<file path="config.mk">
export PLATFORM = sky130hd
export DESIGN_NAME = v_lsu_seq
export DESIGN_NICKNAME = d
export VERILOG_FILES = /design/src/rtl/v_lsu_seq_pkg.sv /design/src/rtl/v_lsu_mask_gen.sv /design/src/rtl/v_lsu_seq.sv
export SDC_FILE = /design/constraint.sdc
export NUM_CORES = 1
export LEC_CHECK = 0
export CORE_AREA = 10 10 232 234
export DETAILED_ROUTE_END_ITERATION = 16
export DIE_AREA = 0 0 242 244
export SLEW_MARGIN = 20
export SYNTH_ARGS = -nofsm -noshare
export SYNTH_HDL_FRONTEND = slang
export SYNTH_SLANG_ARGS = --single-unit
export TNS_END_PERCENT = 100
</file>
<file path="constraint.sdc">
create_clock -name core_clk -period 4.9 [get_ports core_clk]
set_clock_uncertainty 0.05 [all_clocks]
set_input_delay 0.98 -clock core_clk [delete_from_list [all_inputs] [get_ports core_clk]]
set_output_delay 0.98 -clock core_clk [all_outputs]
set_load 0.02 [all_outputs]
</file>
<file path="src/rtl/v_lsu_seq_pkg.sv">
// Shared constants and state encoding for the unit-stride vector LSU.
// Exports: DATAMEM_BITS, LSU_ADDR_BITS, LSU_VLMAX, LSU_BANKS, lsu_state_t, lsu_rows().
package v_lsu_seq_pkg;

  // Datamem row-address width; the MSB selects the protocol region.
  localparam int DATAMEM_BITS  = 14;
  localparam int LSU_ADDR_BITS = DATAMEM_BITS;

  // Elements per vector (multiple of the bank count).
  localparam int LSU_VLMAX = 32;

  // Element-interleaved datamem banks, one 32-bit word each per row.
  localparam int LSU_BANKS = 4;

  typedef enum logic [1:0] {
    LSU_IDLE  = 2'd0,
    LSU_ISSUE = 2'd1,
    LSU_DRAIN = 2'd2
  } lsu_state_t;

  // Rows touched by an access of vl elements: ceil(vl/4).
  // The result is one bit narrower than vl.
  function automatic logic [6:0] lsu_rows(
    input logic [7:0] vl
  );
    logic [8:0] v3;
    v3 = {1'b0, vl} + 9'd3;
    return v3[8:2];
  endfunction

endpackage

</file>
<file path="src/rtl/v_lsu_mask_gen.sv">
// Per-row element enable: bit k is set when element 4*row+k is below vl
// and is unmasked. Ports: i_vl, i_vm, i_mask, i_row in; o_en out.
module v_lsu_mask_gen
  import v_lsu_seq_pkg::*;
#(
  parameter int VLMAX    = LSU_VLMAX,
  parameter int GRP_BITS = $clog2(VLMAX / 4),
  parameter int VL_BITS  = $clog2(VLMAX) + 1
) (
  input  logic [VL_BITS-1:0]   i_vl,
  input  logic                 i_vm,
  input  logic [VLMAX-1:0]     i_mask,
  input  logic [GRP_BITS-1:0]  i_row,
  output logic [LSU_BANKS-1:0] o_en
);

  for (genvar k = 0; k < LSU_BANKS; k++) begin : g_en
    logic [GRP_BITS+1:0] w_idx;
    logic                w_in_vl;
    logic                w_on;

    assign w_idx   = {i_row, 2'(k)};
    assign w_in_vl = VL_BITS'(w_idx) < i_vl;
    assign w_on    = i_vm || i_mask[w_idx];
    assign o_en[k] = w_in_vl && w_on;
  end

endmodule

</file>
<file path="src/rtl/v_lsu_seq.sv">
// Unit-stride vector load/store sequencer between the VRF and the
// 4-bank datamem. Ports: req_* handshake, done/err pulses, dm_* bank
// port (1-cycle read latency), vrf_rd_* store read, vrf_wr_* load write.
module v_lsu_seq
  import v_lsu_seq_pkg::*;
#(
  parameter int VLMAX     = LSU_VLMAX,
  parameter int ADDR_BITS = LSU_ADDR_BITS,
  parameter int GRP_BITS  = $clog2(VLMAX / 4)
) (
  input  logic                   core_clk,
  input  logic                   nrst,

  input  logic                   req_valid,
  output logic                   req_ready,
  input  logic                   req_store,
  input  logic [ADDR_BITS-1:0]   req_base,
  input  logic [$clog2(VLMAX):0] req_vl,
  input  logic                   req_vm,
  input  logic [VLMAX-1:0]       req_mask,
  output logic                   done,
  output logic                   err,

  output logic [ADDR_BITS-1:0]   dm_addr,
  output logic [3:0]             dm_write_0,
  output logic [3:0]             dm_write_1,
  output logic [3:0]             dm_write_2,
  output logic [3:0]             dm_write_3,
  output logic [31:0]            dm_wdata_0,
  output logic [31:0]            dm_wdata_1,
  output logic [31:0]            dm_wdata_2,
  output logic [31:0]            dm_wdata_3,
  input  logic [31:0]            dm_rdata_0,
  input  logic [31:0]            dm_rdata_1,
  input  logic [31:0]            dm_rdata_2,
  input  logic [31:0]            dm_rdata_3,

  output logic [GRP_BITS-1:0]    vrf_rd_grp,
  input  logic [127:0]           vrf_rd_data,
  output logic                   vrf_wr_en,
  output logic [GRP_BITS-1:0]    vrf_wr_grp,
  output logic [127:0]           vrf_wr_data,
  output logic [3:0]             vrf_wr_be
);

  localparam int VL_BITS = $clog2(VLMAX) + 1;
  localparam int RW_BITS = VL_BITS - 1;
  localparam int AE_BITS = ADDR_BITS + 1;

  lsu_state_t            r_state;
  logic                  r_store;
  logic                  r_vm;
  logic [VL_BITS-1:0]    r_vl;
  logic [VLMAX-1:0]      r_mask;
  logic [ADDR_BITS-1:0]  r_base;
  logic [GRP_BITS-1:0]   r_row;
  logic [GRP_BITS-1:0]   r_last;
  logic                  r_err;

  // Load return pipe: one stage, matching the datamem read latency.
  logic                  r_pv;
  logic [GRP_BITS-1:0]   r_pgrp;
  logic [3:0]            r_pbe;

  logic                  w_acc;
  logic [VL_BITS:0]      w_vl3;
  logic [RW_BITS-1:0]    w_rows;
  logic [AE_BITS-1:0]    w_end;
  logic                  w_bad_vl;
  logic                  w_bad_st;
  logic                  w_bad_rng;
  logic                  w_err;
  logic                  w_iss;
  logic                  w_st;
  logic [3:0]            w_en;

  // Request checks, evaluated on the raw request.
  assign w_acc    = req_valid && req_ready;
  assign w_vl3    = {1'b0, req_vl} + (VL_BITS + 1)'(3);
  assign w_rows   = w_vl3[VL_BITS:2];
  assign w_end    = {1'b0, req_base}
                  + AE_BITS'(w_rows)
                  - AE_BITS'(1);
  assign w_bad_vl = req_vl > VL_BITS'(VLMAX);
  assign w_bad_st = req_store && req_base[ADDR_BITS-1];

  // Last row must stay inside the address space and inside the
  // region selected by the base MSB. vl=0 touches no row.
  assign w_bad_rng = (req_vl != '0)
                  && (w_end[ADDR_BITS]
                   || (w_end[ADDR_BITS-1]
                       != req_base[ADDR_BITS-1]));
  assign w_err    = w_bad_vl || w_bad_st || w_bad_rng;

  v_lsu_mask_gen #(
    .VLMAX    (VLMAX),
    .GRP_BITS (GRP_BITS),
    .VL_BITS  (VL_BITS)
  ) u_mask (
    .i_vl   (r_vl),
    .i_vm   (r_vm),
    .i_mask (r_mask),
    .i_row  (r_row),
    .o_en   (w_en)
  );

  always_ff @(posedge core_clk) begin
    if (!nrst) begin
      r_state <= LSU_IDLE;
      r_store <= 1'b0;
      r_vm    <= 1'b0;
      r_vl    <= '0;
      r_mask  <= '0;
      r_base  <= '0;
      r_row   <= '0;
      r_last  <= '0;
      r_err   <= 1'b0;
      r_pv    <= 1'b0;
      r_pgrp  <= '0;
      r_pbe   <= '0;
    end else begin
      r_err  <= 1'b0;
      r_pv   <= 1'b0;
      r_pgrp <= '0;
      r_pbe  <= '0;
      unique case (r_state)
        LSU_IDLE: begin
          if (w_acc) begin
            if (w_err) begin
              r_err <= 1'b1;
            end else begin
              r_store <= req_store;
              r_vm    <= req_vm;
              r_vl    <= req_vl;
              r_mask  <= req_mask;
              r_base  <= req_base;
              r_row   <= '0;
              r_last  <= GRP_BITS'(
                w_rows - RW_BITS'(1));
              if (req_vl == '0)
                r_state <= LSU_DRAIN;
              else
                r_state <= LSU_ISSUE;
            end
          end
        end
        LSU_ISSUE: begin
          if (!r_store) begin
            r_pv   <= 1'b1;
            r_pgrp <= r_row;
            r_pbe  <= w_en;
          end
          if (r_row == r_last)
            r_state <= LSU_DRAIN;
          else
            r_row <= r_row + GRP_BITS'(1);
        end
        LSU_DRAIN: begin
          r_state <= LSU_IDLE;
        end
        default: begin
          r_state <= LSU_IDLE;
        end
      endcase
    end
  end

  // Handshake and pulses. Gating with nrst makes an asserted reset
  // cancel any pending completion or VRF write at once.
  assign req_ready = nrst && (r_state == LSU_IDLE);
  assign done      = nrst && (r_state == LSU_DRAIN);
  assign err       = r_err;

  // Issue side.
  assign w_iss = r_state == LSU_ISSUE;
  assign w_st  = w_iss && r_store;

  assign dm_addr    = w_iss
                    ? r_base + ADDR_BITS'(r_row)
                    : '0;
  assign vrf_rd_grp = w_iss ? r_row : '0;

  assign dm_write_0 = {4{w_st && nrst && w_en[0]}};
  assign dm_write_1 = {4{w_st && nrst && w_en[1]}};
  assign dm_write_2 = {4{w_st && nrst && w_en[2]}};
  assign dm_write_3 = {4{w_st && nrst && w_en[3]}};

  assign dm_wdata_0 = w_st ? vrf_rd_data[31:0]   : '0;
  assign dm_wdata_1 = w_st ? vrf_rd_data[63:32]  : '0;
  assign dm_wdata_2 = w_st ? vrf_rd_data[95:64]  : '0;
  assign dm_wdata_3 = w_st ? vrf_rd_data[127:96] : '0;

  // Load return: bank data arrives the cycle after its row issued.
  assign vrf_wr_en   = r_pv && nrst;
  assign vrf_wr_grp  = r_pv ? r_pgrp : '0;
  assign vrf_wr_be   = r_pv ? r_pbe : '0;
  assign vrf_wr_data = r_pv
                     ? {dm_rdata_3, dm_rdata_2,
                        dm_rdata_1, dm_rdata_0}
                     : '0;

endmodule

</file>
==> key figures, run 1 <==
Run status
  – Status: finished clean

Setup path
  – R2R Setup Slk: 2.57 ns
  – Crit path kind: primary input to flop
  – Critical path endpoint category: flop
  – Critical Path Source Type: primary input
  – End of the worst register-to-register path: r_pbe[2]
  – CP arrival: 4.84 ns
  – Worst reg2reg path startpoint: r_row[0]
  – Reg2Reg Depth: 5
  – Worst EP required: just over 5 ns
  – Max FO, Critical Path: 41

Synthesis
  – Netlist cell types: between 50 and 60
  – Async SR Flop Fraction: 0%
  – Register bit total from synthesis: between 70 and 80
  – Syn Area/Cell: 7.39 um^2
  – Syn_nets: 1,176
  – Cells after Synth: 839
  – Number of synthesized flops with an enable pin: 0
  – Register area share after synthesis: 22.9%
  – Main synth FF type: dfxtp_1
  – Mapped Area: 6200 um^2
  – Yosys warning count: 0

Floorplan
  – Core Footprint: 49,500 um^2
  – Full die area: between 50,000 and 60,000 um^2
  – Die X: 242 um
  – DIE HEIGHT: 244 um
  – Io pins: 613
  – Initial Util: 12.5%
  – Row cnt: 82

Hold path
  – Worst hold start: r_mask[27]
  – Hold endpoint: r_mask[27]
  – WHS Path Cells: 2
  – Hold Path Class: flop to flop

Layout
  – Number of fill cells: 5,346
  – Multi-input gate area: 4270 um^2
  – Nets: 1,733
  – Layout cells sized above 1: 5.42%
  – Reg area: about 1400 um^2
  – Area delta synth->final: 116%

STA
  – Fmax: 216 MHz
  – Final setup fails: 0
  – Final Hold Fails: 0
  – Tmin final: 4.63 ns
  – Slew @ Worst Pin: 0.801 ns
  – Final worst setup slack: ~0.27 ns
  – Unrepaired setup endpoints after global routing: no
  – Max-slew violation count: 0
  – Final period util: 94.5%
  – Worst rel slew slack: 46.4%

Global routing
  – Number of global-route vias before repair: 8,847
  – Initial antenna violation count: 22
  – Largest net degree at the start of global routing: 135
  – Global route overflow: 0
  – First-pass GRT wire length: 84,200 um
  – GR Util All Layers: 20.7%

Power and ir drop
  – Worst vdd ir: 188 uV
  – Final Power: approximately 1800 uW
  – Leak: 0.00520 uW
  – Power Dens Cells: approximately 130 nW/um^2

Routing
  – DR vias: 8,818
  – Routed WL: 65,000 um
  – Antenna violation net count after detailed routing: 0
  – Number of vias per cell: approximately 4.2
  – TritonRoute pass-1 iters: 5
  – Post-DR wirelength/cell: 31.3 um
  – 1st-iter DRT viols: 601
  – Drt drc: 0

Placed design
  – RePlAce Congestion: ~0.91
  – HPWL Detailed: roughly 56,000 um
  – IO Port Bufs: 612
  – Worst slack, placed: -0.121 ns

CTS
  – CTS Buf Count: 9
  – Clock Path Buffers: 2
  – CTS sink cnt: 71
  – Clk root buf: clkbuf_16
  – Post-CTS Hold Fix Bufs: 0
  – Clock Latency Late Sink: 0.34 ns
  – CTS clk-pin slew, worst paths: around 0.060 ns
  – TritonCTS clock tree: done
  – H-tree lvl count: 3

Job
  – Max cap viols: 0
[layer usage]
layer / part of all wire (%) / vias up / track usage (%)
met3: 21 / 66 / 20.2
met1: 36 / 4186 / 21.9
met4: 2.9 / 24 / 6.01
met2: 39 / 474 / 28.4
met5: 0.23 / - / 0
li1: - / 4068 / -
[cells by family after synthesis]
family | synth area share [%]
multiplexers | 3.63
buffers and inverters | 8.70
flip-flops | 22.9
AO/OA/AOI/OAI | 21.2
XOR/XNOR | 2.40
AND/OR/NAND/NOR | 36.2
adder cells (fa/ha/maj) | 4.96
[layout make-up]
cell class / instances / share of cell area, %
well taps: 672 / 6.28
clock inverters: 7 / 0.588
inverters: 25 / 0.700
repair buffers: 645 / 48.1
flip-flops and latches: 71 / 10.7
clock buffers: 9 / 1.68
diodes: 3 / 0.0560
multi-input cells: 644 / 31.9
[synthesized netlist by cell type (all sizes together), types with 2 or more instances]
cell type / n / share of area, %
and2: 147 / 15
and3: 131 / 13
dfxtp: 71 / 23
clkbuf: 70 / 4.3
a21oi: 66 / 5.3
o21ai: 62 / 5.0
o211ai: 52 / 6.4
buf: 29 / 2.9
nor2: 26 / 1.6
inv: 25 / 1.5
ha: 23 / 4.6
nand2: 22 / 1.3
nor3: 13 / 1.0
xor2: 10 / 1.4
a21o: 9 / 1.1
or3: 9 / 0.91
mux4: 8 / 2.9
xnor2: 7 / 0.99
nand3: 6 / 0.56
nand4: 5 / 0.50
nor2b: 5 / 0.50
mux2: 4 / 0.73
nand2b: 4 / 0.40
a211oi: 3 / 0.36
o2111ai: 3 / 0.42
o211a: 3 / 0.48
a311o: 2 / 0.32
a31oi: 2 / 0.20
nand4b: 2 / 0.28
nor3b: 2 / 0.24
o311ai: 2 / 0.28
or2: 2 / 0.20
[worst max-delay path, cell delays in order]
cell	delay (ns)
clkdlybuf4s50_1	0.57
o21a_2	0.24
nand2_1	0.10
xor2_1	0.17
ha_1	0.28
inv_1	0.04
ha_1	0.30
o41ai_1	0.07
or3_1	0.32
nand3_2	0.12
a2111oi_2	0.07
buf_4	0.17
o311ai_0	0.55
a31oi_4	0.19
buf_12	0.21
or3_1	0.32
a21oi_1	0.12
[metrics by stage]
step | area (um^2) | hold WS (ns) | cells | util [%] | setup TNS, ns
CTS | 13400 | 0.442 | 2072 | 27.0 | 0
global route | 13400 | 0.464 | 2076 | 27.1 | 0
global placement | 13100 | 0.422 | 2056 | 26.4 | -3.21
finish | 13400 | 0.440 | 2076 | 27.1 | 0
detailed placement | 13100 | 0.431 | 2056 | 26.4 | -3.21
floorplan | 6200 | 0.402 | 839 | - | 0
[placed cells by master, fill, tap and decap left out, types with 10 or more instances in the layout]
master / count
a21oi_1: 66
and2_1: 147
and3_1: 131
buf_4: 27
clkdlybuf4s50_1: 612
dfxtp_1: 69
ha_1: 23
inv_1: 24
nand2_1: 22
nor2_1: 26
nor3_1: 13
o211ai_1: 51
o21ai_0: 54
xor2_1: 10
[state kept, by name, indices dropped and copies added, names as in the netlist]
register and count:
r_mask 32, r_base 14, r_vl 6, r_pbe 4, r_last 3, r_pgrp 3, r_row 3, r_state 2
err 1, r_pv 1, r_store 1, r_vm 1
[report_power, final]
group	switching [uW]	internal, uW	leakage (uW)	total, uW
logic	188	299	0.00447	487
clock network	269	400	0.000147	669
registers	13.2	589	0.000575	602
total	470	1290	0.00520	1760
[what timing repair did]
action	4_1_cts	5_1_grt
setup endpoints to repair	0	7
buffers inserted	0	0
resized for setup	0	1
hold endpoints to repair	0	0
[worst max-delay path by stage]
stage	endpoint	slack [ns]	cells after the start	from
5_1_grt	r_mask[19]	0.05	17	req_vl[0]
3_5_place_dp	r_vl[2]	-0.12	17	req_vl[0]
3_3_place_gp	r_vl[4]	-0.08	16	req_vl[0]
4_1_cts	r_vl[2]	0.21	17	req_vl[0]
2_1_floorplan	r_mask[3]	0.78	15	req_vl[5]
6_report	r_vl[2]	0.27	17	req_vl[0]
No activity file was read; power rests on OpenSTA's default activity.
==> run 2, diff against run 1 <==
--- a/config.mk
+++ b/config.mk
@@ -5,6 +5,7 @@
 export SDC_FILE = /design/constraint.sdc
 export NUM_CORES = 1
 export LEC_CHECK = 0
+export CAP_MARGIN = 5
 export CORE_AREA = 10 10 232 234
 export DETAILED_ROUTE_END_ITERATION = 16
 export DIE_AREA = 0 0 242 244
==> results of run 2 <==
Final layout, timing and power as in run 1 (identical DEF).
==> run 3, diff against run 2 <==
--- a/config.mk
+++ b/config.mk
@@ -7,6 +7,7 @@
 export LEC_CHECK = 0
 export CAP_MARGIN = 5
 export CORE_AREA = 10 10 232 234
+export CTS_BUF_LIST = sky130_fd_sc_hd__clkbuf_8
 export DETAILED_ROUTE_END_ITERATION = 16
 export DIE_AREA = 0 0 242 244
 export SLEW_MARGIN = 20
==> run 3 against run 2 <==
  * Cell area fell by 0.77%
  * Cell count did not move
  * Via count fell by 0.42%
  * Die area did not move
  * Utilization fell by 0.21 points
  * Critical path depth did not move
  * Hold slack barely moved
  * Critical path type unchanged
==> key figures, run 3 (synthesis gave the netlist of run 1 again) <==
Global routing
  – GR Util met2: 28.3% (was 28.4%)
  – Top Usage Layer GRT: met2 (unchanged)
  – Initial antenna violation count: 22 (unchanged)
  – Met1 Use GR: 21.9% (about the same)
  – M3 GR Usage: 20.1% (was 20.2%)
  – First-pass GRT wire length: 84,000 um (was 84,200 um)
  – Global route overflow: 0 (unchanged)
  – Largest net degree at the start of global routing: 135 (unchanged)
  – Number of global-route vias before repair: 8,844 (was 8,847)
  – GR Util All Layers: 20.7% (about the same)

Floorplan
  – Core Footprint: 49,500 um^2 (unchanged)
  – DIE HEIGHT: 244 um (unchanged)
  – Io pins: 613 (unchanged)
  – Row cnt: 82 (unchanged)
  – Die X: 242 um (unchanged)
  – Full die area: 59,000 um^2 (unchanged)
  – Initial Util: 12.5% (unchanged)

Layout
  – Biggest register: r_mask (unchanged)
  – Number of fill cells: 5,357 (was 5,346)
  – Commonest non-fill, non-tap cell in the layout: clkdlybuf4s50_1 (unchanged)
  – Final Cell Area: 13,300 um^2 (was 13,400 um^2)
  – Layout cells sized above 1: 5.35% (was 5.42%)
  – Area delta synth->final: 114% (was 116%)
  – Regs by FF count: r_mask: 32 flops, r_base: 14 flops, r_vl: 6 flops (unchanged)
  – Most frequent cells in the layout: 612 x clkdlybuf4s50_1, 147 x and2_1, 131 x and3_1 (unchanged)
  – Max reg flops: 32 (unchanged)
  – Nets: 1,733 (unchanged)

Routing
  – Post-DR wirelength/cell: 31.3 um (about the same)
  – Number of vias per cell: 4.23 (was 4.25)
  – Drt drc: 0 (unchanged)
  – DR vias: 8,781 (was 8,818)
  – 1st-iter DRT viols: 589 (was 601)
  – Antenna violation net count after detailed routing: 0 (unchanged)
  – Routed WL: 64,900 um (was 65,000 um)
  – TritonRoute pass-1 iters: 5 (unchanged)

CTS
  – Post-CTS resize count: 0 (unchanged)
  – CTS sink cnt: 71 (unchanged)
  – H-tree lvl count: 3 (unchanged)
  – CTS clk-pin slew, worst paths: 0.08 ns (was 0.06 ns)
  – Post-CTS Setup Inserts: 0 (unchanged)
  – Clock Path Buffers: 2 (unchanged)
  – Clock Latency Late Sink: 0.37 ns (was 0.34 ns)
  – CTS Buf Count: 9 (unchanged)
  – TritonCTS clock tree: done (unchanged)
  – Clk root buf: clkbuf_8 (was clkbuf_16)
  – Post-CTS Hold Fix Bufs: 0 (unchanged)

Power and ir drop
  – Leak: 0.00515 uW (was 0.00520 uW)
  – Combinational power share: 30.8% (was 27.7%)
  – Worst vdd ir: 142 uV (was 188 uV)
  – Power Internal: 1130 uW (was 1290 uW)
  – Flop pwr share: 38.1% (was 34.2%)
  – Switching portion of total power: 28.5% (was 26.8%)
  – Final Power: 1580 uW (was 1760 uW)
  – Power Dens Cells: 119 nW/um^2 (was 131 nW/um^2)
  – Clk network pwr share: 31.1% (was 38.1%)
  – Sw power: 451 uW (was 470 uW)

Setup path
  – Crit path kind: primary input to flop (unchanged)
  – Critical path endpoint category: flop (unchanged)
  – Max FO, Critical Path: 41 (unchanged)
  – Reg2Reg Depth: 9 (was 5)
  – Critical Path Source Type: primary input (unchanged)
  – Worst EP required: 5.14 ns (was 5.11 ns)
  – CP arrival: 4.91 ns (was 4.84 ns)

Placed design
  – HPWL Detailed: 56,400 um (unchanged)
  – IO Port Bufs: 612 (unchanged)
  – Area after DPL: 13,100 um^2 (unchanged)
  – RePlAce Congestion: 0.910 (unchanged)

STA
  – Final setup fails: 0 (unchanged)
  – Hold WS: 0.440 ns (about the same)
  – Final TNS setup: 0 ns (unchanged)
  – Max-slew violation count: 0 (unchanged)
  – Tmin final: 4.67 ns (was 4.63 ns)
  – Final period util: 95.3% (was 94.5%)
  – Slew @ Worst Pin: 0.800 ns (was 0.801 ns)
  – Unrepaired setup endpoints after global routing: no (unchanged)
  – Fmax: 214 MHz (was 216 MHz)
  – Final Hold Fails: 0 (unchanged)
  – Worst rel slew slack: 46.5% (was 46.4%)

Hold path
  – Hold Path Class: flop to flop (unchanged)
  – WHS Path Cells: 2 (unchanged)

Run status
  – Status: finished clean (unchanged)

Job
  – Max cap viols: 0 (unchanged)
## run 3: cell counts in the layout (fill, tap and decap cells not counted)
Identical to the previous run, type by type.
## run 3: final timing paths
check                           slack (ns)          to       start
worst max register to register        2.56   r_base[9]  r_state[1]
worst max-delay path                  0.23     r_vl[2]   req_vl[0]
worst min register to register        0.44  r_mask[27]  r_mask[27]
worst min-delay path                  0.44  r_mask[27]  r_mask[27]
## run 3: cell type report
cell class | count | area, um^2 | share of cell area [%]
antenna | 3 | 7.51 | 0.0565
clock buffer | 9 | 124 | 0.932
clock inverter | 7 | 78.8 | 0.593
inverter | 25 | 93.8 | 0.706
multi-input combinational | 644 | 4270 | 32.1
sequential | 71 | 1430 | 10.7
tap | 672 | 841 | 6.32
timing repair buffer | 645 | 6450 | 48.5
## run 3: power by group through the flow
stage               registers [uW]  clock network (uW)  logic (uW)
detailed placement             616                   0         480
global placement               616                   0         477
global route                   603                 522         523
finish                         601                 490         487
floorplan                      609                   0         140
CTS                            602                 497         485
## run 3: routing by layer
layer  wire [um]  up-vias
li1            -     4064
met1       23400     4151
met2       25500      471
met3       13900       71
met4        1940       24
met5         148        -
## run 3: critical path, stage by stage
cell and delay [ns]:
clkdlybuf4s50_1 0.57, o21a_1 0.28, nand2_1 0.12, xor2_1 0.17
ha_1 0.28, inv_1 0.04, ha_1 0.30, o41ai_1 0.07
or3_1 0.32, nand3_2 0.12, a2111oi_2 0.07, buf_4 0.17
o311ai_0 0.55, a31oi_4 0.19, buf_12 0.22, or3_1 0.32
a21oi_1 0.12
## run 3: through the flow
step	worst slack (ns)	utilization, %	cells
after floorplan	0.781	-	839
after global placement	-0.0776	26.4	2056
after detailed placement	-0.121	26.4	2056
after CTS	0.241	26.8	2072
after global routing	0.00523	26.9	2076
final	0.230	26.9	2076
